`src/rtl/tpu_pkg.sv`:
```
`default_nettype none
// ============================================================================
// Package     : tpu_pkg
// Description : Shared types for the TPU slot timer / slot tracker pair:
//               slot number width and type, tracker state encoding and a
//               slot-successor helper (wraps at the end of the frame).
// Revision    : 1.0 - initial release
// ============================================================================
package tpu_pkg;

    localparam int SLOT_W = 8;

    typedef logic [SLOT_W-1:0] slot_t;

    typedef enum logic [1:0] {
        HUNT   = 2'd0,
        LOCKED = 2'd1,
        LOST   = 2'd2
    } trk_state_t;

    // Next slot in the frame; width-limited add wraps 2**SLOT_W-1 -> 0.
    function automatic slot_t slot_next(input slot_t s);
        return s + 1'b1;
    endfunction

endpackage : tpu_pkg
`default_nettype wire

```
`src/rtl/tpu_wdog.sv`:
```
`default_nettype none
// ============================================================================
// Module      : tpu_wdog
// Description : Loadable up-counter used as a tick watchdog. Counts while
//               i_en is high; o_expire is a combinational pulse on the cycle
//               the count would pass LIMIT-1 with no clear pending, after
//               which the counter restarts from zero.
// Ports       : clk, rst        - clock, synchronous active-high reset
//               i_clr           - restart count from zero (beats i_en)
//               i_load/i_load_val - preset count (beats i_clr)
//               i_en            - count enable
//               o_expire        - expiry strobe
// Revision    : 1.0 - initial release
// ============================================================================
module tpu_wdog #(
    parameter int WDOG_W = 17,
    parameter int LIMIT  = 40000
) (
    input  logic              clk,
    input  logic              rst,
    input  logic              i_clr,
    input  logic              i_load,
    input  logic [WDOG_W-1:0] i_load_val,
    input  logic              i_en,
    output logic              o_expire
);

    localparam logic [WDOG_W-1:0] c_LAST = WDOG_W'(LIMIT - 1);

    logic [WDOG_W-1:0] r_cnt;

    // A clear or load in the same cycle means activity was seen: no expiry.
    assign o_expire = i_en && !i_clr && !i_load && (r_cnt == c_LAST);

    always_ff @(posedge clk) begin
        if (rst) begin
            r_cnt <= '0;
        end else if (i_load) begin
            r_cnt <= i_load_val;
        end else if (i_clr || o_expire) begin
            r_cnt <= '0;
        end else if (i_en) begin
            r_cnt <= r_cnt + 1'b1;
        end
    end

endmodule : tpu_wdog
`default_nettype wire

```
`src/rtl/tpu_slot_tracker.sv`:
```
`default_nettype none
// ============================================================================
// Module      : tpu_slot_tracker
// Description : Receive-side slot tracker. Follows the TPU slot tick / slot
//               number, acquires lock after LOCK_CNT consecutive in-sequence
//               ticks, and while locked opens TX/RX slot windows, pulses
//               FRAME_START at slot 0 and raises a sticky slot interrupt.
//               Out-of-sequence ticks (SLIP) and tick loss (LOSS) drop lock.
// Ports       : SYS_CLK, RSTTPU             - clock, sync active-high reset
//               SLOT_TICK, SLOT_NUM         - TPU slot strobe and number
//               TXSLOT_EN/TX_SLOT           - TX window enable and slot
//               RXSLOT_EN/RX_SLOT           - RX window enable and slot
//               TIMERINTMSK, INTCLR         - interrupt enable and clear
//               TX_WIN, RX_WIN              - slot windows (registered)
//               FRAME_START, SLIP, LOSS, COLLIDE - one-cycle status pulses
//               INTFLAG                     - sticky slot interrupt
//               LOCKED                      - tracker is locked
// Revision    : 1.0 - initial release
// ============================================================================
module tpu_slot_tracker #(
    parameter int LOCK_CNT = 4,
    parameter int WDOG_W   = 17,
    parameter int WDOG_CYC = 40000
) (
    input  logic                       SYS_CLK,
    input  logic                       RSTTPU,
    input  logic                       SLOT_TICK,
    input  logic [tpu_pkg::SLOT_W-1:0] SLOT_NUM,
    input  logic                       TXSLOT_EN,
    input  logic                       RXSLOT_EN,
    input  logic [tpu_pkg::SLOT_W-1:0] TX_SLOT,
    input  logic [tpu_pkg::SLOT_W-1:0] RX_SLOT,
    input  logic                       TIMERINTMSK,
    input  logic                       INTCLR,
    output logic                       TX_WIN,
    output logic                       RX_WIN,
    output logic                       FRAME_START,
    output logic                       INTFLAG,
    output logic                       LOCKED,
    output logic                       SLIP,
    output logic                       LOSS,
    output logic                       COLLIDE
);

    import tpu_pkg::*;

    localparam int                c_GC_W    = $clog2(LOCK_CNT + 1);
    localparam logic [c_GC_W-1:0] c_LOCK    = c_GC_W'(LOCK_CNT);
    localparam logic [c_GC_W-1:0] c_LOCK_M1 = c_GC_W'(LOCK_CNT - 1);
    localparam logic [c_GC_W-1:0] c_ONE     = c_GC_W'(1);

    // The LOCKED output port shadows the enum literal of the same name, so
    // the state value is always referenced through the package scope.
    trk_state_t        r_state,    w_state_nxt;
    logic [c_GC_W-1:0] r_good_cnt, w_good_nxt;
    slot_t             r_expected;
    logic              r_tx_win,   w_tx_nxt;
    logic              r_rx_win,   w_rx_nxt;
    logic              r_fs,       w_fs_nxt;
    logic              r_slip,     w_slip_nxt;
    logic              r_loss,     w_loss_nxt;
    logic              r_col,      w_col_nxt;
    logic              r_intflag;

    logic w_is_locked;
    logic w_in_seq;
    logic w_tx_hit;
    logic w_rx_req;
    logic w_wdog_exp;
    logic w_int_set;

    assign w_is_locked = (r_state == tpu_pkg::LOCKED);
    assign w_in_seq    = (SLOT_NUM == r_expected);
    assign w_tx_hit    = TXSLOT_EN && (SLOT_NUM == TX_SLOT);
    assign w_rx_req    = RXSLOT_EN && (SLOT_NUM == RX_SLOT);

    // Watchdog runs only while locked and restarts on every tick, so a tick
    // arriving on the last permitted cycle suppresses the expiry.
    tpu_wdog #(
        .WDOG_W (WDOG_W),
        .LIMIT  (WDOG_CYC)
    ) u_wdog (
        .clk        (SYS_CLK),
        .rst        (RSTTPU),
        .i_clr      (SLOT_TICK || !w_is_locked),
        .i_load     (1'b0),
        .i_load_val ('0),
        .i_en       (w_is_locked),
        .o_expire   (w_wdog_exp)
    );

    always_comb begin
        w_state_nxt = r_state;
        w_good_nxt  = r_good_cnt;
        // Between ticks an open window only closes if its enable drops.
        w_tx_nxt    = r_tx_win && TXSLOT_EN && w_is_locked;
        w_rx_nxt    = r_rx_win && RXSLOT_EN && w_is_locked;
        w_fs_nxt    = 1'b0;
        w_slip_nxt  = 1'b0;
        w_loss_nxt  = 1'b0;
        w_col_nxt   = 1'b0;

        case (r_state)
            HUNT: begin
                if (SLOT_TICK) begin
                    // good_cnt==0 right after reset: any first tick gives 1.
                    if (w_in_seq || (r_good_cnt == '0)) begin
                        if (r_good_cnt == c_LOCK_M1) begin
                            w_state_nxt = tpu_pkg::LOCKED;
                            w_good_nxt  = c_LOCK;
                        end else begin
                            w_good_nxt  = r_good_cnt + 1'b1;
                        end
                    end else begin
                        w_good_nxt = c_ONE;
                    end
                end
            end
            tpu_pkg::LOCKED: begin
                if (SLOT_TICK) begin
                    if (w_in_seq) begin
                        w_tx_nxt  = w_tx_hit;
                        w_rx_nxt  = w_rx_req && !w_tx_hit;
                        w_col_nxt = w_tx_hit && w_rx_req;
                        w_fs_nxt  = (SLOT_NUM == '0);
                    end else begin
                        // The slipping tick is the first tick of the new hunt.
                        w_state_nxt = HUNT;
                        w_good_nxt  = c_ONE;
                        w_slip_nxt  = 1'b1;
                        w_tx_nxt    = 1'b0;
                        w_rx_nxt    = 1'b0;
                    end
                end else if (w_wdog_exp) begin
                    w_state_nxt = LOST;
                    w_loss_nxt  = 1'b1;
                    w_tx_nxt    = 1'b0;
                    w_rx_nxt    = 1'b0;
                end
            end
            LOST: begin
                if (SLOT_TICK) begin
                    w_state_nxt = HUNT;
                    w_good_nxt  = c_ONE;
                end
            end
            default: begin
                w_state_nxt = HUNT;
                w_good_nxt  = '0;
            end
        endcase
    end

    // Interrupt fires on a window's rising edge; set beats a same-cycle clear.
    assign w_int_set = TIMERINTMSK &&
                       ((w_tx_nxt && !r_tx_win) || (w_rx_nxt && !r_rx_win));

    always_ff @(posedge SYS_CLK) begin
        if (RSTTPU) begin
            r_state    <= HUNT;
            r_good_cnt <= '0;
            r_expected <= '0;
            r_tx_win   <= 1'b0;
            r_rx_win   <= 1'b0;
            r_fs       <= 1'b0;
            r_slip     <= 1'b0;
            r_loss     <= 1'b0;
            r_col      <= 1'b0;
            r_intflag  <= 1'b0;
        end else begin
            r_state    <= w_state_nxt;
            r_good_cnt <= w_good_nxt;
            if (SLOT_TICK) begin
                r_expected <= slot_next(SLOT_NUM);
            end
            r_tx_win   <= w_tx_nxt;
            r_rx_win   <= w_rx_nxt;
            r_fs       <= w_fs_nxt;
            r_slip     <= w_slip_nxt;
            r_loss     <= w_loss_nxt;
            r_col      <= w_col_nxt;
            if (w_int_set) begin
                r_intflag <= 1'b1;
            end else if (INTCLR) begin
                r_intflag <= 1'b0;
            end
        end
    end

    assign TX_WIN      = r_tx_win;
    assign RX_WIN      = r_rx_win;
    assign FRAME_START = r_fs;
    assign INTFLAG     = r_intflag;
    assign LOCKED      = w_is_locked;
    assign SLIP        = r_slip;
    assign LOSS        = r_loss;
    assign COLLIDE     = r_col;

endmodule : tpu_slot_tracker
`default_nettype wire

```
`config.mk`:
```
export PLATFORM = sky130hd
export DESIGN_NAME = tpu_slot_tracker
export DESIGN_NICKNAME = d
export VERILOG_FILES = /design/src/rtl/tpu_pkg.sv /design/src/rtl/tpu_wdog.sv /design/src/rtl/tpu_slot_tracker.sv
export SDC_FILE = /design/constraint.sdc
export NUM_CORES = 1
export LEC_CHECK = 0
export ABC_CLOCK_PERIOD_IN_PS = 2200
export CORE_UTILIZATION = 45
export CTS_CLUSTER_DIAMETER = 200
export DETAILED_ROUTE_END_ITERATION = 10
export GPL_ROUTABILITY_DRIVEN = 0
export PLACE_DENSITY = 0.68
export SKIP_CTS_REPAIR_TIMING = 1
export SLEW_MARGIN = 0
export SYNTH_ARGS = -nofsm -noshare
export SYNTH_HDL_FRONTEND = slang
export SYNTH_HIERARCHICAL = 1
export SYNTH_SLANG_ARGS = --single-unit
```
`constraint.sdc`:
```
create_clock -name SYS_CLK -period 2.2 [get_ports SYS_CLK]
set_clock_uncertainty 0.15 [all_clocks]
set_input_delay 0.33 -clock SYS_CLK [delete_from_list [all_inputs] [get_ports SYS_CLK]]
set_output_delay 0.33 -clock SYS_CLK [all_outputs]
set_load 0.005 [all_outputs]
```
# After elaboration in Yosys (flattened, before gate mapping)
# Index checks and enable logic that the tools add are counted.
# W data, S select, Z words.
[classes] order_cmp=0 shift=0 n_reduce_logical=32 addsub=3 bitwise=3 div_mod_pow=0 muxes=27 mul=0 n_eq_ne=15
[ops] operator="$eq A8 B8 Y1" count=3
[ops] operator="$mux W3" count=6
[ops] operator="$add A17 B1 Y17 const B" count=1
[ops] operator="$eq A17 B16 Y1 const B" count=1
[ops] operator="$mux W2" count=7
[ops] operator="$logic_and A1 B1 Y1" count=13
[ops] operator="$mux W1" count=12
[ops] operator="$ne A2 B2 Y1 const B" count=6
[ops] operator="$pmux W3 S3" count=1
[ops] operator="$add A8 B1 Y8 const B" count=1
[ops] operator="$logic_not A8 Y1" count=1
[ops] operator="$ne A3 B3 Y1 const B" count=2
[ops] operator="$pmux W2 S3" count=1
[ops] operator="$reduce_and A6 Y1" count=1
[ops] operator="$reduce_or A3 Y1" count=2
[ops] operator="$logic_not A1 Y1" count=5
[ops] operator="$logic_or A1 B1 Y1" count=4
[ops] operator="$reduce_and A4 Y1" count=1
[ops] operator="$reduce_or A4 Y1" count=1
[ops] operator="$add A3 B1 Y3 const B" count=1
[ops] operator="$eq A3 B2 Y1 const B" count=1
[ops] operator="$logic_not A3 Y1" count=1
[ops] operator="$not A1 Y1" count=3
[ops] operator="$eq A2 B1 Y1 const B" count=1
[ops] operator="other kinds (4)" count=4
[totals] reg_bits=37 rom_bits=0 mem_bits_rw=0 mem_count=0 out_inout_bits=8 wordCells=91 input_bits=31 latch_bits=0

# Logic depth before layout (Yosys ltp)
[depth] depth_word=13 ltp_mapped=11 mapped_depth_nobuf=10

# Modules after synthesis
# Netlist, hierarchy kept.
[by_module_without_submodules] mod="tpu_slot_tracker" area_each_um2=1476.4 cells_per_inst=166 seq_area_each_um2=400.4 n_inst=1
[by_module_without_submodules] mod="tpu_wdog" area_each_um2=1106.1 cells_per_inst=142 seq_area_each_um2=340.3 n_inst=1

# Least setup slack after synthesis
# OpenSTA, ideal clock, no wires.
[synth_timing] path_type="register to register" from="register r_state[1]" to="register r_state[1]" period_less_slack_ns=2.464 setup_time_ns=0.121 stages_incl_launch_ff=12 path_buffers=1 t_arrival_ns=2.194 required_ns=1.929 setup_slack_ns=-0.264 path_cell_list="dfxtp_1 > inv_1 > ha_1 > clkbuf_1 > inv_1 > nor3_4 > and4_1 > nand2b_1 > a21oi_1 > nor2_1 > o211ai_1 > mux2_2"
[synth_between] elab_chain_cells=8 word_cells_on_any_way=16 cone_classes="eq/ne: 8; mux: 1; reduce/logical: 7"
[synth_lines] element="from (decl)" line_no="tpu_slot_tracker.sv:54" source="trk_state_t r_state, w_state_nxt;"
[synth_lines] element="from (signal assigned)" line_no="tpu_slot_tracker.sv:171" source="r_state <= w_state_nxt;"
[synth_lines] element="$eq A2 B1 Y1 (*)" line_no="tpu_slot_tracker.sv:72" source="assign w_is_locked = (r_state == tpu_pkg::LOCKED);"
[synth_lines] element="via LOCKED" line_no="tpu_slot_tracker.sv:39" source="output logic LOCKED,"
[synth_lines] element="$logic_not A1 Y1" line_no="tpu_slot_tracker.sv:85" source=".i_clr (SLOT_TICK || !w_is_locked),"
[synth_lines] element="$logic_or A1 B1 Y1" line_no="tpu_slot_tracker.sv:85"
[synth_lines] element="$logic_not A1 Y1" line_no="tpu_wdog.sv:33" source="assign o_expire = i_en && !i_clr && !i_load && (r_cnt == c_LAST);"
[synth_lines] element="$logic_and A1 B1 Y1 (*) (2 in series)" line_no="tpu_wdog.sv:33"
[synth_lines] element="via w_wdog_exp" line_no="tpu_slot_tracker.sv:69" source="logic w_wdog_exp;"
[synth_lines] element="$ne A3 B3 Y1 (no line) (*)"
[synth_lines] element="$reduce_and A6 Y1 (no line) (*)"
# Mark *: on every way through the listed nets, which the timed path passes. The rest lies on a longest branch.
# A chain may end at the register's enable or synchronous reset.

# Final worst setup path
[layout_timing] from="register u_wdog.r_cnt[7]" to="register r_state[0]"
[layout_between] elab_chain_cells=4
[layout_lines] element="from (decl)" line_no="tpu_wdog.sv:30" source="logic [WDOG_W-1:0] r_cnt;"
[layout_lines] element="from (signal assigned)" line_no="tpu_wdog.sv:39" source="r_cnt <= i_load_val;"
[layout_lines] element="from (signal assigned)" line_no="tpu_wdog.sv:43" source="r_cnt <= r_cnt + 1'b1;"
[layout_lines] element="$eq A17 B16 Y1" line_no="tpu_wdog.sv:33"
[layout_lines] element="$logic_and A1 B1 Y1" line_no="tpu_wdog.sv:33"
[layout_lines] element="via w_wdog_exp" line_no="tpu_slot_tracker.sv:69"
[layout_lines] element="$ne A3 B3 Y1 (no line)"
[layout_lines] element="$reduce_and A6 Y1 (no line)"
# The timed path passes the listed nets, and every way through them passes these cells.

==> flow_metrics.tcl <==
set metrics [dict create \
    status "finished, final reports clean" \
    setup_slack_ns 0.01081 \
    routed_wl_um 6699 \
    grt_max_degree 22 \
    cts_tree "done" \
    async_flop_share_pct 0 \
    hp-start "r_good_cnt[2]$_SDFFE_PP0P_" \
    critPathBufInv 1 \
    setup-violations-final 0 \
    peakVddDrop_mv 0.2360 \
    drcViolationCount 0 \
    crit_family "simple AND/OR/NAND/NOR gates" \
    drtAntennaViolNets 0 \
    cts.sinks 37 \
    fp.dieH_um 77.76 \
    dieArea_mm2 0.006046 \
    cts.clk_slew.worst_paths_ns 0.08 \
    crit_fanout 2 \
    hold_viol_final 0 \
    die_w_um 77.76 \
    cts_buffers 5 \
    syn_area_mm2 0.002582 \
    yosys.area.top_type_share_pct 28.68 \
    drtIter0Drc 210 \
    antenna_found_initial 0 \
    clkLatencyLatePin_ns 0.29 \
    diodes 0 \
    yosysTopAreaCell "dfxtp_1" \
    grt_pass1_vias 2464 \
    htree_levels 2 \
    avgSynthCellArea_um2 8.385 \
    powerDensity_mw_per_mm2 471.7 \
    worstSetupStartpointType "register" \
    fin_crit_sh_pct 99.51 \
    area_growth_pct 40.50 \
    cts_root_buf "clkbuf_8" \
    yosys_most_used_dff "dfxtp_1" \
    rsz0062_at_grt "yes" \
    dr.pass1.iters 4 \
    cts.path.max_buffers 2 \
    crit_start "u_wdog/r_cnt[7]$_SDFFE_PP0P_" \
    cap_violations 0 \
    ys_types 55 \
    syn_inst 308 \
    yosysMostFrequentCell "nor2_1" \
    worstPathArrival_ns 2.25 \
    overflow 0 \
    max_freq_mhz 456.8 \
    crit_slowest_cell "or4_4" \
    path_cells "or4_4 -> nor3_4 -> and4_1 -> nand2b_4 -> a21oi_2 -> buf_4 -> nand4b_1 -> a221oi_2" \
    rows 27 \
    dp_slack_ns -0.1370 \
    vias 2624 \
    finalNetCount 459 \
    ys_warn_count 6 \
    setup_tns_ns 0 \
    pin_count 39 \
    synth_edf_count 0 \
    coreArea_mm2 0.005507 \
    synth.yosys.seq_area_share_pct 28.68 \
    leakage_nw 1.450 \
    grt_first_pass_wirelength_um 11510 \
    port_buffers 38 \
    cp_data_required_time_ns 2.26 \
    initial_core_util_pct 46.90 \
    wl_per_cell_um 13.64 \
    viasPerCell 5.344 \
    end_kind "register" \
    track_usage_pct 24.05 \
    hp-class "reg2reg" \
    drive_above_1_share_pct 22.67 \
    ys_seq_elements 37 \
    rr_startpoint "u_wdog/r_cnt[7]$_SDFFE_PP0P_" \
    dp_hpwl_um 5066 \
    slew_violations 0 \
    synth_area_leaders "dfxtp_1 29%, xnor2_1 7.8%, nor2_1 6.0%" \
    synth_commonest_cells "41 x nor2_1, 37 x dfxtp_1, 24 x nand2_1" \
    period_minus_slack_ns 2.189 \
    crit_type "reg2reg" \
    max_stage_delay_ns 0.55 \
]
-- through the flow --
| step | cell area, µm² | power [mW] | util, % | cells | hold slack [ns] |
|---|---|---|---|---|---|
| 3_5_place_dp | 3453 | 1.087 | 62.71 | 479 | 0.3244 |
| 3_3_place_gp | 3453 | 1.083 | 62.71 | 479 | 0.3044 |
| 6_report | 3628 | 1.712 | 65.89 | 491 | 0.3318 |
| 2_1_floorplan | 2700 | 0.9499 | - | 334 | 0.2937 |
| 4_1_cts | 3570 | 1.716 | 64.83 | 487 | 0.3352 |
| 5_1_grt | 3628 | 1.793 | 65.89 | 491 | 0.3624 |
-- where the power goes --
group / internal [mW] / total (mW) / leakage (nW) / switching, mW
Sequential: 0.697 / 0.723 / 0.304 / 0.0256
Combinational: 0.201 / 0.362 / 1.09 / 0.161
Clock: 0.370 / 0.627 / 0.0585 / 0.257
Total: 1.27 / 1.71 / 1.45 / 0.444
-- cell type report --
class                           count  area [µm²]
Sequential cell                    37       743.2
Fill cell                         476        1878
Timing Repair Buffer               98       843.3
Tap cell                           72       90.09
Multi-Input combinational cell    267        1802
Inverter                            9       33.78
Clock inverter                      1       30.03
Clock buffer                        7       86.33
-- state kept, by name (all words and copies together), names as in the netlist --
signal	count
u_wdog/r_cnt	17
SLIP	1
r_good_cnt	3
INTFLAG	1
r_expected	8
FRAME_START	1
r_state	2
COLLIDE	1
TX_WIN	1
LOSS	1
RX_WIN	1
-- logic make-up after synthesis --
kind of cell    count (synthesis)  synth area share (%)
other cells                     1                0.1452
compound gates                 63                 18.36
simple gates                  130                 26.02
buf+inv                        30                 6.977
flops                          37                 28.68
fa+ha+maj                      10                 4.845
xor+xnor                       32                 12.89
mux                             5                 2.083
-- worst paths after layout --
kind / depth (start not counted) / slack (ns) / endpoint
setup / recovery: 8 / 0.01 / r_state[0]$_SDFFE_PP0P_
hold / removal: 2 / 0.33 / r_good_cnt[2]$_SDFFE_PP0P_
setup reg to reg: 8 / 0.01 / r_state[0]$_SDFFE_PP0P_
hold reg to reg: 2 / 0.33 / r_good_cnt[2]$_SDFFE_PP0P_
-- layout by cell type, fill, tap and decap left out, types with 4 or more instances in the layout --
cell type,n
a22oi_1,4
inv_1,8
nor2_1,41
o21ai_0,6
clkdlybuf4s50_1,38
conb_1,27
xnor2_1,23
nand4_1,11
clkbuf_8,6
a211oi_1,11
buf_4,59
nor3_1,13
a21oi_1,10
or3_1,4
nand3_1,10
and3_1,4
xnor2_2,7
dfxtp_1,35
nand2_1,24
ha_1,9
a221oi_1,4
-- layer usage --
metal  wire length (µm)  GRT usage [%]
met1               3182          33.09
met2               3065          38.32
met3                377          4.235
met4                 74          6.792
met5                  0              0
-- worst reg2reg max path, stage by stage, from the launching register on --
cell      delay, ns
dfxtp_2        0.33
or4_4          0.55
nor3_4         0.13
and4_1         0.22
nand2b_4       0.13
a21oi_2        0.05
buf_4          0.14
nand4b_1       0.18
a221oi_2       0.23
(Power assumes the default switching activity.)
